`src/rtl/tic_tac_toe_sequencer.sv`:
```
// rtl/tic_tac_toe_sequencer.sv - turn sequencer: board, cursor, player, turn timer, win/draw detection
module tic_tac_toe_sequencer #(
    parameter int unsigned TURN_SECONDS = 10
) (
    input  logic        clk,
    input  logic        rst,
    input  logic        move_pulse,
    input  logic        sel_pulse,
    input  logic        tick_1s,
    output logic [3:0]  cursor,
    output logic [17:0] board,
    output logic        turn,
    output logic [3:0]  timer,
    output logic        game_over,
    output logic [1:0]  winner,
    output logic [7:0]  win_line,
    output logic        invalid,
    output logic        timeout
);

    localparam logic [3:0] RELOAD = 4'(TURN_SECONDS);

    typedef enum logic [1:0] {S_PLAY, S_CHECK, S_OVER} state_t;

    state_t      state_q, state_d;
    logic [17:0] board_q, board_d;
    logic [3:0]  cursor_q, cursor_d;
    logic        turn_q, turn_d;
    logic [3:0]  timer_q, timer_d;
    logic        game_over_q, game_over_d;
    logic [1:0]  winner_q, winner_d;
    logic [7:0]  win_line_q, win_line_d;
    logic        invalid_q, invalid_d;
    logic        timeout_q, timeout_d;

    logic [1:0]  mark;
    logic [8:0]  mine;
    logic [8:0]  occ;
    logic [7:0]  lines;
    logic [4:0]  cur_idx;
    logic        cur_occ;

    // The mover's mark doubles as the pattern searched for in CHECK, since turn only toggles afterwards.
    assign mark    = {turn_q, ~turn_q};
    assign cur_idx = {cursor_q, 1'b0};
    assign cur_occ = |board_q[cur_idx +: 2];

    always_comb begin
        mine = '0;
        occ  = '0;
        for (int i = 0; i < 9; i++) begin
            mine[i] = (board_q[2*i +: 2] == mark);
            occ[i]  = |board_q[2*i +: 2];
        end
    end

    assign lines = {mine[2] & mine[4] & mine[6],
                    mine[0] & mine[4] & mine[8],
                    mine[2] & mine[5] & mine[8],
                    mine[1] & mine[4] & mine[7],
                    mine[0] & mine[3] & mine[6],
                    &mine[8:6],
                    &mine[5:3],
                    &mine[2:0]};

    always_ff @(posedge clk or negedge rst) begin
        if (!rst) begin
            state_q     <= S_PLAY;
            board_q     <= '0;
            cursor_q    <= '0;
            turn_q      <= 1'b0;
            timer_q     <= RELOAD;
            game_over_q <= 1'b0;
            winner_q    <= 2'b00;
            win_line_q  <= '0;
            invalid_q   <= 1'b0;
            timeout_q   <= 1'b0;
        end else begin
            state_q     <= state_d;
            board_q     <= board_d;
            cursor_q    <= cursor_d;
            turn_q      <= turn_d;
            timer_q     <= timer_d;
            game_over_q <= game_over_d;
            winner_q    <= winner_d;
            win_line_q  <= win_line_d;
            invalid_q   <= invalid_d;
            timeout_q   <= timeout_d;
        end
    end

    always_comb begin
        state_d = state_q;
        case (state_q)
            S_PLAY:  if (sel_pulse && !cur_occ) state_d = S_CHECK;
            S_CHECK: state_d = ((|lines) || (&occ)) ? S_OVER : S_PLAY;
            S_OVER:  if (sel_pulse) state_d = S_PLAY;
            default: state_d = S_PLAY;
        endcase
    end

    always_comb begin
        board_d     = board_q;
        cursor_d    = cursor_q;
        turn_d      = turn_q;
        timer_d     = timer_q;
        winner_d    = winner_q;
        win_line_d  = win_line_q;
        invalid_d   = 1'b0;
        timeout_d   = 1'b0;
        game_over_d = (state_d == S_OVER);
        case (state_q)
            S_PLAY: begin
                // Only the highest-priority pulse acts; lower ones are dropped.
                if (sel_pulse) begin
                    if (cur_occ) invalid_d = 1'b1;
                    else         board_d[cur_idx +: 2] = mark;
                end else if (move_pulse) begin
                    cursor_d = (cursor_q == 4'd8) ? 4'd0 : cursor_q + 4'd1;
                end else if (tick_1s) begin
                    if (timer_q > 4'd1) begin
                        timer_d = timer_q - 4'd1;
                    end else begin
                        timeout_d = 1'b1;
                        turn_d    = ~turn_q;
                        timer_d   = RELOAD;
                    end
                end
            end
            S_CHECK: begin
                if (|lines) begin
                    winner_d   = mark;
                    win_line_d = lines;
                end else if (&occ) begin
                    winner_d   = 2'b11;
                    win_line_d = '0;
                end else begin
                    turn_d  = ~turn_q;
                    timer_d = RELOAD;
                end
            end
            S_OVER: begin
                if (sel_pulse) begin
                    board_d    = '0;
                    cursor_d   = '0;
                    turn_d     = 1'b0;
                    timer_d    = RELOAD;
                    winner_d   = 2'b00;
                    win_line_d = '0;
                end
            end
            default: ;
        endcase
    end

    assign cursor    = cursor_q;
    assign board     = board_q;
    assign turn      = turn_q;
    assign timer     = timer_q;
    assign game_over = game_over_q;
    assign winner    = winner_q;
    assign win_line  = win_line_q;
    assign invalid   = invalid_q;
    assign timeout   = timeout_q;

endmodule

```
`config.mk`:
```
export PLATFORM = sky130hd
export DESIGN_NAME = tic_tac_toe_sequencer
export DESIGN_NICKNAME = d
export VERILOG_FILES = /design/src/rtl/tic_tac_toe_sequencer.sv
export SDC_FILE = /design/constraint.sdc
export NUM_CORES = 1
export LEC_CHECK = 0
export ABC_AREA = 1
export CAP_MARGIN = 25
export CORE_MARGIN = 2
export CORE_UTILIZATION = 50
export CTS_BUF_LIST = sky130_fd_sc_hd__clkbuf_8 sky130_fd_sc_hd__clkbuf_16
export CTS_CLUSTER_SIZE = 40
export DETAILED_ROUTE_END_ITERATION = 10
export DONT_BUFFER_PORTS = 1
export GPL_ROUTABILITY_DRIVEN = 0
export SLEW_MARGIN = 25
export SYNTH_ARGS = -nofsm -noshare
export SYNTH_HDL_FRONTEND = slang
export SYNTH_SLANG_ARGS = --single-unit
```
`constraint.sdc`:
```
create_clock -name clk -period 5.1 [get_ports clk]
set_clock_uncertainty 0.1 [all_clocks]
set_input_delay 0.765 -clock clk [delete_from_list [all_inputs] [get_ports clk]]
set_output_delay 0.765 -clock clk [all_outputs]
set_load 0.02 [all_outputs]
```
# Word-level counts from Yosys, hierarchy flattened
# Cells that the tools add are included.
[totals] in_bits=5 latchBits=0 mem_bits_rw=0 word_cells=125 reg_bits=42 out_inout_bits=40 mem_bits_ro=0 memories=0
[op_classes] order_cmp=1 bitwise_logic=11 n_div=0 eq_ne=24 addsub=3 n_reduce_logical=27 multipliers=0 shifts=3 mux=46
[ops] op="two-way mux 18 bit" n=3
[ops] op="two-way mux 4 bit" n=11
[ops] op="case mux 18 bit (2 select lines)" n=1
[ops] op="two-way mux 8 bit" n=3
[ops] op="inequality test 2 bit (second input constant)" n=10
[ops] op="OR reduction 2 bit" n=10
[ops] op="bitwise mux 18 bit" n=1
[ops] op="== test 2 bit" n=9
[ops] op="variable shift 2 x 7 -> 18 bit (first input constant)" n=1
[ops] op="indexed part select 18 x 6 -> 2 bit" n=1
[ops] op="indexed part select 2 x 7 -> 18 bit" n=1
[ops] op="case mux 8 bit (2 select lines)" n=1
[ops] op="two-way mux 1 bit" n=15
[ops] op="two-way mux 2 bit" n=6
[ops] op="case mux 4 bit (3 select lines)" n=1
[ops] op="AND reduction 3 bit" n=4
[ops] op="AND 1 bit" n=10
[ops] op="AND reduction 9 bit" n=1
[ops] op="case mux 4 bit (2 select lines)" n=1
[ops] op="AND reduction 4 bit" n=2
[ops] op="AND reduction 8 bit" n=1
[ops] op="OR reduction 8 bit" n=1
[ops] op="negator 5 -> 7 bit" n=1
[ops] op="AND reduction 7 bit" n=1
[ops] op="17 further kinds" n=19

# Depth between registers and ports, before layout
# Gate-level depths: netlist of run 1.
[logic_depth] depth_word=9 depth_mapped=16

# Worst setup path before layout of run 1
# OpenSTA, ideal clock, no wires.
[synth_path] kind="register to register" from="register cursor_q[1] (netlist: cursor[1])" to="register board_q[16] (netlist: board[16])" stages_incl_launch_ff=10 path_buffers=0 setup_slack_ps=3073 setup_time_ps=65 required_ps=4935 synth_period_minus_slack_ps=2027 arrival_ps=1862 path_cell_list="dfrtp_1 > inv_1 > ha_1 > inv_1 > nand3_1 > nor2_1 > nand2_1 > nor3_1 > nand3_1 > nand2_1"
[synth_between] elab_chain_len=6 elab_cells_between_ends=11 classes_between="add/sub (1); eq/ne (1); shift (3); mux (4); reduce/logical (2)"
[synth_rtl] element="from (decl)" line="27" rtl="logic [3:0] cursor_q, cursor_d;"
[synth_rtl] element="from (signal assigned)" line="81" rtl="cursor_q <= cursor_d;"
[synth_rtl] element="negator 5 -> 7 bit" line="117" rtl="else board_d[cur_idx +: 2] = mark;"
[synth_rtl] element="indexed part select 2 x 7 -> 18 bit or variable shift 2 x 7 -> 18 bit (tied branches)" line="117"
[synth_rtl] element="bitwise mux 18 bit" line="117"
[synth_rtl] element="two-way mux 18 bit" line="116" rtl="if (cur_occ) invalid_d = 1'b1;"
[synth_rtl] element="two-way mux 18 bit" line="115" rtl="if (sel_pulse) begin"
[synth_rtl] element="case mux 18 bit (2 select lines)" line="112" rtl="case (state_q)"
[synth_rtl] element="to (signal assigned)" line="80" rtl="board_q <= board_d;"
[synth_rtl] element="to (decl)" line="26" rtl="logic [17:0] board_q, board_d;"
# Several ways; a longest one is shown, not always the timed one. The select of a mux whose other input is x is not followed.
# A chain may end at the register's enable or synchronous reset.

# Final worst setup path of run 1
[layout_path] from="register cursor_q[0] (netlist: cursor[0])" to="register board_q[17] (netlist: board[17])"
# The elaborated chain is that of the path after synthesis.

==> results.sh, run 1 <==
export IMPL_drt_first_pass_iters=5
export IMPL_switchingPower_mw=0.860
export IMPL_path_clk_slew_ps=90
export IMPL_drtIter0Drc=175
export IMPL_numCtsBuffers=5
export IMPL_stdcell_count=508
export IMPL_hold_path_class="primary input to async pin"
export IMPL_setup_tns_final_ps=0
export IMPL_swShare_pct=53.5
export IMPL_seqPwrFrac_pct=37.3
export IMPL_critPathKind="register to register"
export IMPL_ff2ff_path_depth=9
export IMPL_cts_root_buf="clkbuf_8"
export IMPL_setup_viol=0
export IMPL_synth_cells=435
export IMPL_pwr_share_comb_pct=49.2
export IMPL_cp_required_ps=5240
export IMPL_grt_usage_pct=24.4
export IMPL_synth_cell_types=29
export IMPL_utilization_pct=54.3
export IMPL_design_die_area_sq_um=6270
export IMPL_grt_pass1_vias=2520
export IMPL_vias=2648
export IMPL_crit_chain="inv_2, ha_1, inv_1, nand3_1, nor2_1, nand2_1, nor3_1, nand3_1, nand2_1"
export IMPL_power_mw=1.61
export IMPL_io_pins=45
export IMPL_antennaDiodeCount=0
export IMPL_fmax_mhz=369
export IMPL_io_buffers=0
export IMPL_synth_cell_area_sq_um=2830
export IMPL_grt_remaining_overflow=0
export IMPL_ff2ff_setup_slack_ps=2390
export IMPL_drc=0
export IMPL_grt_max_degree=43
export IMPL_syn_nets=451
export IMPL_vias_per_cell=5.21
export IMPL_dp_cells=500
export IMPL_cts_max_level=2
export IMPL_synth_area_per_cell_sq_um=6.50
export IMPL_reg2reg_from="cursor[0]$_DFFE_PN0P_"
export IMPL_die_width_um=79.2
export IMPL_fp_row_count=27
export IMPL_synthArstFlopShare_pct=100
export IMPL_ff_latch_area_sq_um=1050
export IMPL_cp_arrival_ps=2850
export IMPL_ys_flop_type="dfrtp_1"
export IMPL_multi_input_area_sq_um=1520
export IMPL_synth_edf_count=0
export IMPL_post_dp_hpwl_um=5160
export IMPL_start_kind="register"
export IMPL_cts_sinks=42
export IMPL_cts_buffer_depth=2
export IMPL_cts_resized=0
export IMPL_synth_seq_area_share_pct=37.3
export IMPL_hold_viol_final=0
export IMPL_finalCritPeriodShare_pct=53.1
export IMPL_syn_to_final_growth_pct=5.09
export IMPL_critPathSlowestCell="dfrtp_1"
export IMPL_rsz0062_at_grt="no"
export IMPL_start_util_pct=51.6
export IMPL_status="completed"
export IMPL_drv_slew=0
export IMPL_wirelength_um=6920
export IMPL_p_clk_share_pct=13.5
export IMPL_postRouteAntennaNets=0
export IMPL_grt_pass1_wl_um=12000
export IMPL_cts_tree="built"
export IMPL_drive_gt1_share_pct=5.05
export IMPL_p_int_mw=0.749
export IMPL_core_sq_um=5470
export IMPL_slowest_delay_ps=790
export IMPL_cap_violations=0
export IMPL_cts_setup_buffers=0
export IMPL_fillers=596
export IMPL_end_kind="register"
export IMPL_yosysWarnings=0
export IMPL_min_period_ps=2710
export IMPL_peakVddDrop_v=0.000394
export IMPL_p_per_area_nw_per_um2=542
export IMPL_yosys_register_bits=42
export IMPL_clk_latency_ps=300
export IMPL_rr_endpoint="board[17]$_DFFE_PN0P_"
export IMPL_layout_nets=451
export IMPL_chipHeight_um=79.2
export IMPL_cellLeakagePower_nw=1.75
export IMPL_antenna_found_initial=0
export IMPL_cp_max_fo=16
export IMPL_slew_headroom_pct=52.6
export IMPL_worstMarginPinSlew_ps=703
export IMPL_cts_hold_buffers=0
export IMPL_wl_per_cell_um=13.6
kinds of logic after synthesis:
logic type,count (synthesis),share of synthesized area (%)
flops,42,37.3
buf+inv,65,8.99
mux,1,0.354
fa+ha+maj,11,4.87
xor+xnor,3,0.930
simple gates,286,42.3
compound gates,27,5.31
cell usage after synthesis, types with 3 or more instances:
| cell type | number | area [sq um] |
|---|---|---|
| nor4_1 | 3 | 18.8 |
| nor3_1 | 6 | 30.0 |
| inv_1 | 55 | 206 |
| ha_1 | 11 | 138 |
| o21ai_1 | 6 | 30.0 |
| dfrtp_1 | 40 | 1000 |
| nand2_1 | 180 | 676 |
| buf_2 | 5 | 25.0 |
| nor2_1 | 50 | 188 |
| nand3_1 | 27 | 135 |
| o21ai_0 | 8 | 40.0 |
| o22ai_1 | 3 | 18.8 |
| nand4_1 | 11 | 68.8 |
| a21oi_1 | 7 | 35.0 |
layer usage:
metal | global-route usage (%) | routed length [um] | up-vias
met5 | 0 | 0 | -
met4 | 6.90 | 105 | 0
met3 | 5.00 | 411 | 9
met2 | 36.7 | 2940 | 75
met1 | 35.6 | 3460 | 1217
li1 | - | - | 1347
cell type report:
class,instances,area share (%)
clock buffers,5,2.32
clock inverters,3,0.590
inverters,57,7.20
multi-input cells,328,51.1
flip-flops and latches,42,35.5
well taps,72,3.03
repair buffers,1,0.253
critical path: cells and delay by family, from the launching register on:
kind                     cells  cell delay [ps]
adder cells (fa/ha/maj)      1              410
AND/OR/NAND/NOR              6              970
flip-flops                   1              790
buffers and inverters        2              370
sequential cells by signal (all words and copies together), names as in the netlist:
name       count
board         18
cursor         4
game_over      1
invalid        1
state_q        2
timeout        1
timer          4
turn           1
win_line       8
winner         2
stage by stage:
step	area, sq um	worst slack (ps)	hold slack, ps
CTS	2970	2430	38.3
finish	2970	2390	46.2
detailed placement	2880	2450	370
floorplan	2830	3070	369
global placement	2880	2450	370
global route	2970	2100	33.1
power by group through the flow:
stage | Clock [mW] | Sequential [mW] | Combinational [mW]
2_1_floorplan | 0 | 0.568 | 0.644
3_3_place_gp | 0 | 0.607 | 0.777
3_5_place_dp | 0 | 0.607 | 0.779
4_1_cts | 0.222 | 0.601 | 0.784
5_1_grt | 0.236 | 0.615 | 0.913
6_report | 0.217 | 0.601 | 0.792
worst max path at each step:
stage                               start               endpoint  slack [ps]
CTS                 cursor[0]$_DFFE_PN0P_  board[17]$_DFFE_PN0P_        2430
global placement    cursor[0]$_DFFE_PN0P_  board[17]$_DFFE_PN0P_        2450
detailed placement  cursor[0]$_DFFE_PN0P_  board[17]$_DFFE_PN0P_        2450
global route        cursor[0]$_DFFE_PN0P_  board[17]$_DFFE_PN0P_        2100
finish              cursor[0]$_DFFE_PN0P_  board[17]$_DFFE_PN0P_        2390
floorplan           cursor[1]$_DFFE_PN0P_  board[16]$_DFFE_PN0P_        3070
cell usage in the layout, fill, tap and decap left out, types with 3 or more instances in the layout:
cell type,Yosys,final
nor2_1,50,50
inv_1,55,56
nand2_1,180,180
o21ai_1,6,6
nand4_1,11,11
clkbuf_8,0,5
nor4_1,3,3
ha_1,11,11
o22ai_1,3,3
o21ai_0,8,8
nand3_1,27,27
nor3_1,6,6
dfrtp_1,40,40
a21oi_1,7,7
No activity file was read; power rests on OpenSTA's default activity.
==> run 2: changes to the inputs <==
- PLACE_DENSITY: not set -> 0.68
- clock period: 5.1 -> 2.2 ns (I/O delays scaled with it)
==> run 2 against run 1 <==
  * Die area did not move
  * Sequential share of layout area is 2.9 points lower
  * First-iteration DRC count shrank 4.0%
  * Critical path type unchanged
==> results.sh, run 2 (same netlist as run 1, synthesis figures left out) <==
export IMPL_drive_gt1_share_pct=13.3
export IMPL_critPathSlowestCell="dfstp_2"
export IMPL_multi_input_area_sq_um=1540
export IMPL_setup_viol=0
export IMPL_min_period_ps=2080
export IMPL_drc=0
export IMPL_hold_viol_final=0
export IMPL_grt_usage_pct=24.7
export IMPL_cellLeakagePower_nw=1.88
export IMPL_wirelength_um=7300
export IMPL_fmax_mhz=482
export IMPL_design_die_area_sq_um=6270
export IMPL_vias_per_cell=5.16
export IMPL_setup_tns_final_ps=0
export IMPL_status="completed"
export IMPL_grt_remaining_overflow=0
export IMPL_hold_path_class="primary input to register"
export IMPL_wl_per_cell_um=13.6
export IMPL_swShare_pct=51.5
export IMPL_antenna_found_initial=0
export IMPL_die_width_um=79.2
export IMPL_cts_root_buf="clkbuf_8"
export IMPL_numCtsBuffers=5
export IMPL_chipHeight_um=79.2
export IMPL_worstMarginPinSlew_ps=367
export IMPL_cp_arrival_ps=2160
export IMPL_path_clk_slew_ps=80
export IMPL_drv_slew=0
export IMPL_cp_top_family="buffers and inverters"
export IMPL_finalCritPeriodShare_pct=94.3
export IMPL_p_int_mw=2.00
export IMPL_largest_reg_flops=18
export IMPL_seqPwrFrac_pct=30.1
export IMPL_grt_max_degree=43
export IMPL_core_sq_um=5470
export IMPL_crit_chain="inv_1, ha_1, o21ai_2, inv_1, nand2_1, nor4_1, dlygate4sd3_1"
export IMPL_postRouteAntennaNets=0
export IMPL_cts_setup_buffers=0
export IMPL_p_per_area_nw_per_um2=1270
export IMPL_grt_pass1_wl_um=12000
export IMPL_fp_row_count=27
export IMPL_io_buffers=0
export IMPL_final_cell_mix="nand2_1, inv_1, nor2_1"
export IMPL_stdcell_count=537
export IMPL_layout_nets=480
export IMPL_end_kind="register"
export IMPL_drtIter0Drc=168
export IMPL_drt_first_pass_iters=4
export IMPL_cp_num_buf_inv=3
export IMPL_dp_cells=524
export IMPL_syn_to_final_growth_pct=15.0
export IMPL_cap_violations=0
export IMPL_io_pins=45
export IMPL_antennaDiodeCount=0
export IMPL_start_kind="register"
export IMPL_cp_required_ps=2280
export IMPL_cp_max_fo=5
export IMPL_grt_pass1_vias=2560
export IMPL_pwr_share_comb_pct=56.9
export IMPL_fillers=512
export IMPL_p_clk_share_pct=13.0
export IMPL_vias=2773
export IMPL_peakVddDrop_v=0.000839
export IMPL_cts_buffer_depth=2
export IMPL_cts_tree="built"
export IMPL_cts_max_level=2
export IMPL_start_util_pct=51.6
export IMPL_cp_common_cell="inv_1"
export IMPL_fin_hold_ws_ps=71.4
export IMPL_slew_headroom_pct=75.5
export IMPL_clk_latency_ps=300
export IMPL_ff_latch_area_sq_um=1060
export IMPL_switchingPower_mw=2.12
export IMPL_post_dp_hpwl_um=5300
export IMPL_critPathKind="register to register"
export IMPL_mostFrequentLayoutCell="nand2_1"
export IMPL_slowest_delay_ps=630
export IMPL_cts_sinks=42
## run 2: worst register-to-register path, cell delays in order, from the launching register on
cell and delay [ps]:
dfstp_2 630, inv_1 80, ha_1 220, o21ai_2 150, inv_1 100, nand2_1 70, nor4_1 40, dlygate4sd3_1 570
## run 2: routing by layer
metal / routed length, um / up-vias / share of wire [%] / track usage (%)
met4: 69 / 0 / 0.94 / 6.03
li1: - / 1412 / - / -
met2: 3430 / 80 / 47 / 42.2
met1: 3340 / 1274 / 46 / 32.1
met3: 463 / 7 / 6.3 / 5.00
met5: 0 / - / 0 / 0
## run 2: final timing paths
check	startpoint	end	slack [ps]	cells past startpoint
worst max-delay path	timer[1]$_DFFE_PN1P_	timeout$_DFF_PN0_	120	7
worst min-delay path	sel_pulse	invalid$_DFF_PN0_	70	2
worst max register to register	timer[1]$_DFFE_PN1P_	timeout$_DFF_PN0_	120	7
worst min register to register	timer[1]$_DFFE_PN1P_	timer[1]$_DFFE_PN1P_	460	2
max in group asynchronous	rst	timer[3]$_DFFE_PN1P_	1330	2
min in group asynchronous	rst	board[13]$_DFFE_PN0P_	400	2
## run 2: metrics by stage
stage                     power [mW]  util [%]  worst slack (ps)  instance area, sq um
after global placement          3.42      56.0               110                  3060
after floorplan                 2.81         -               173                  2830
after global routing            4.49      59.4             -8.23                  3250
final                           4.11      59.4               125                  3250
after CTS                       4.03      58.6              51.6                  3210
after detailed placement        3.46      56.0              82.8                  3060
## run 2: power by group through the flow
stage	registers (mW)	clock network, mW	logic [mW]
after global routing	1.27	0.587	2.64
after global placement	1.24	0	2.18
after CTS	1.23	0.551	2.25
final	1.24	0.534	2.34
after detailed placement	1.24	0	2.22
after floorplan	1.32	0	1.49
## run 2: cell type report
type	instances	share of cell area (%)
Tap cell	72	2.77
Multi-Input combinational cell	328	47.4
Inverter	57	6.78
Clock buffer	6	2.54
Clock inverter	2	0.385
Timing Repair Buffer	29	7.32
Sequential cell	42	32.6
Timing Repair inverter	1	0.154
## run 2: timing repair
| action | CTS | global route |
|---|---|---|
| hold buffers | 4 | 0 |
| hold endpoints to repair | 43 | 0 |
| gates resized for setup | 0 | 17 |
| setup endpoints to repair | 0 | 36 |
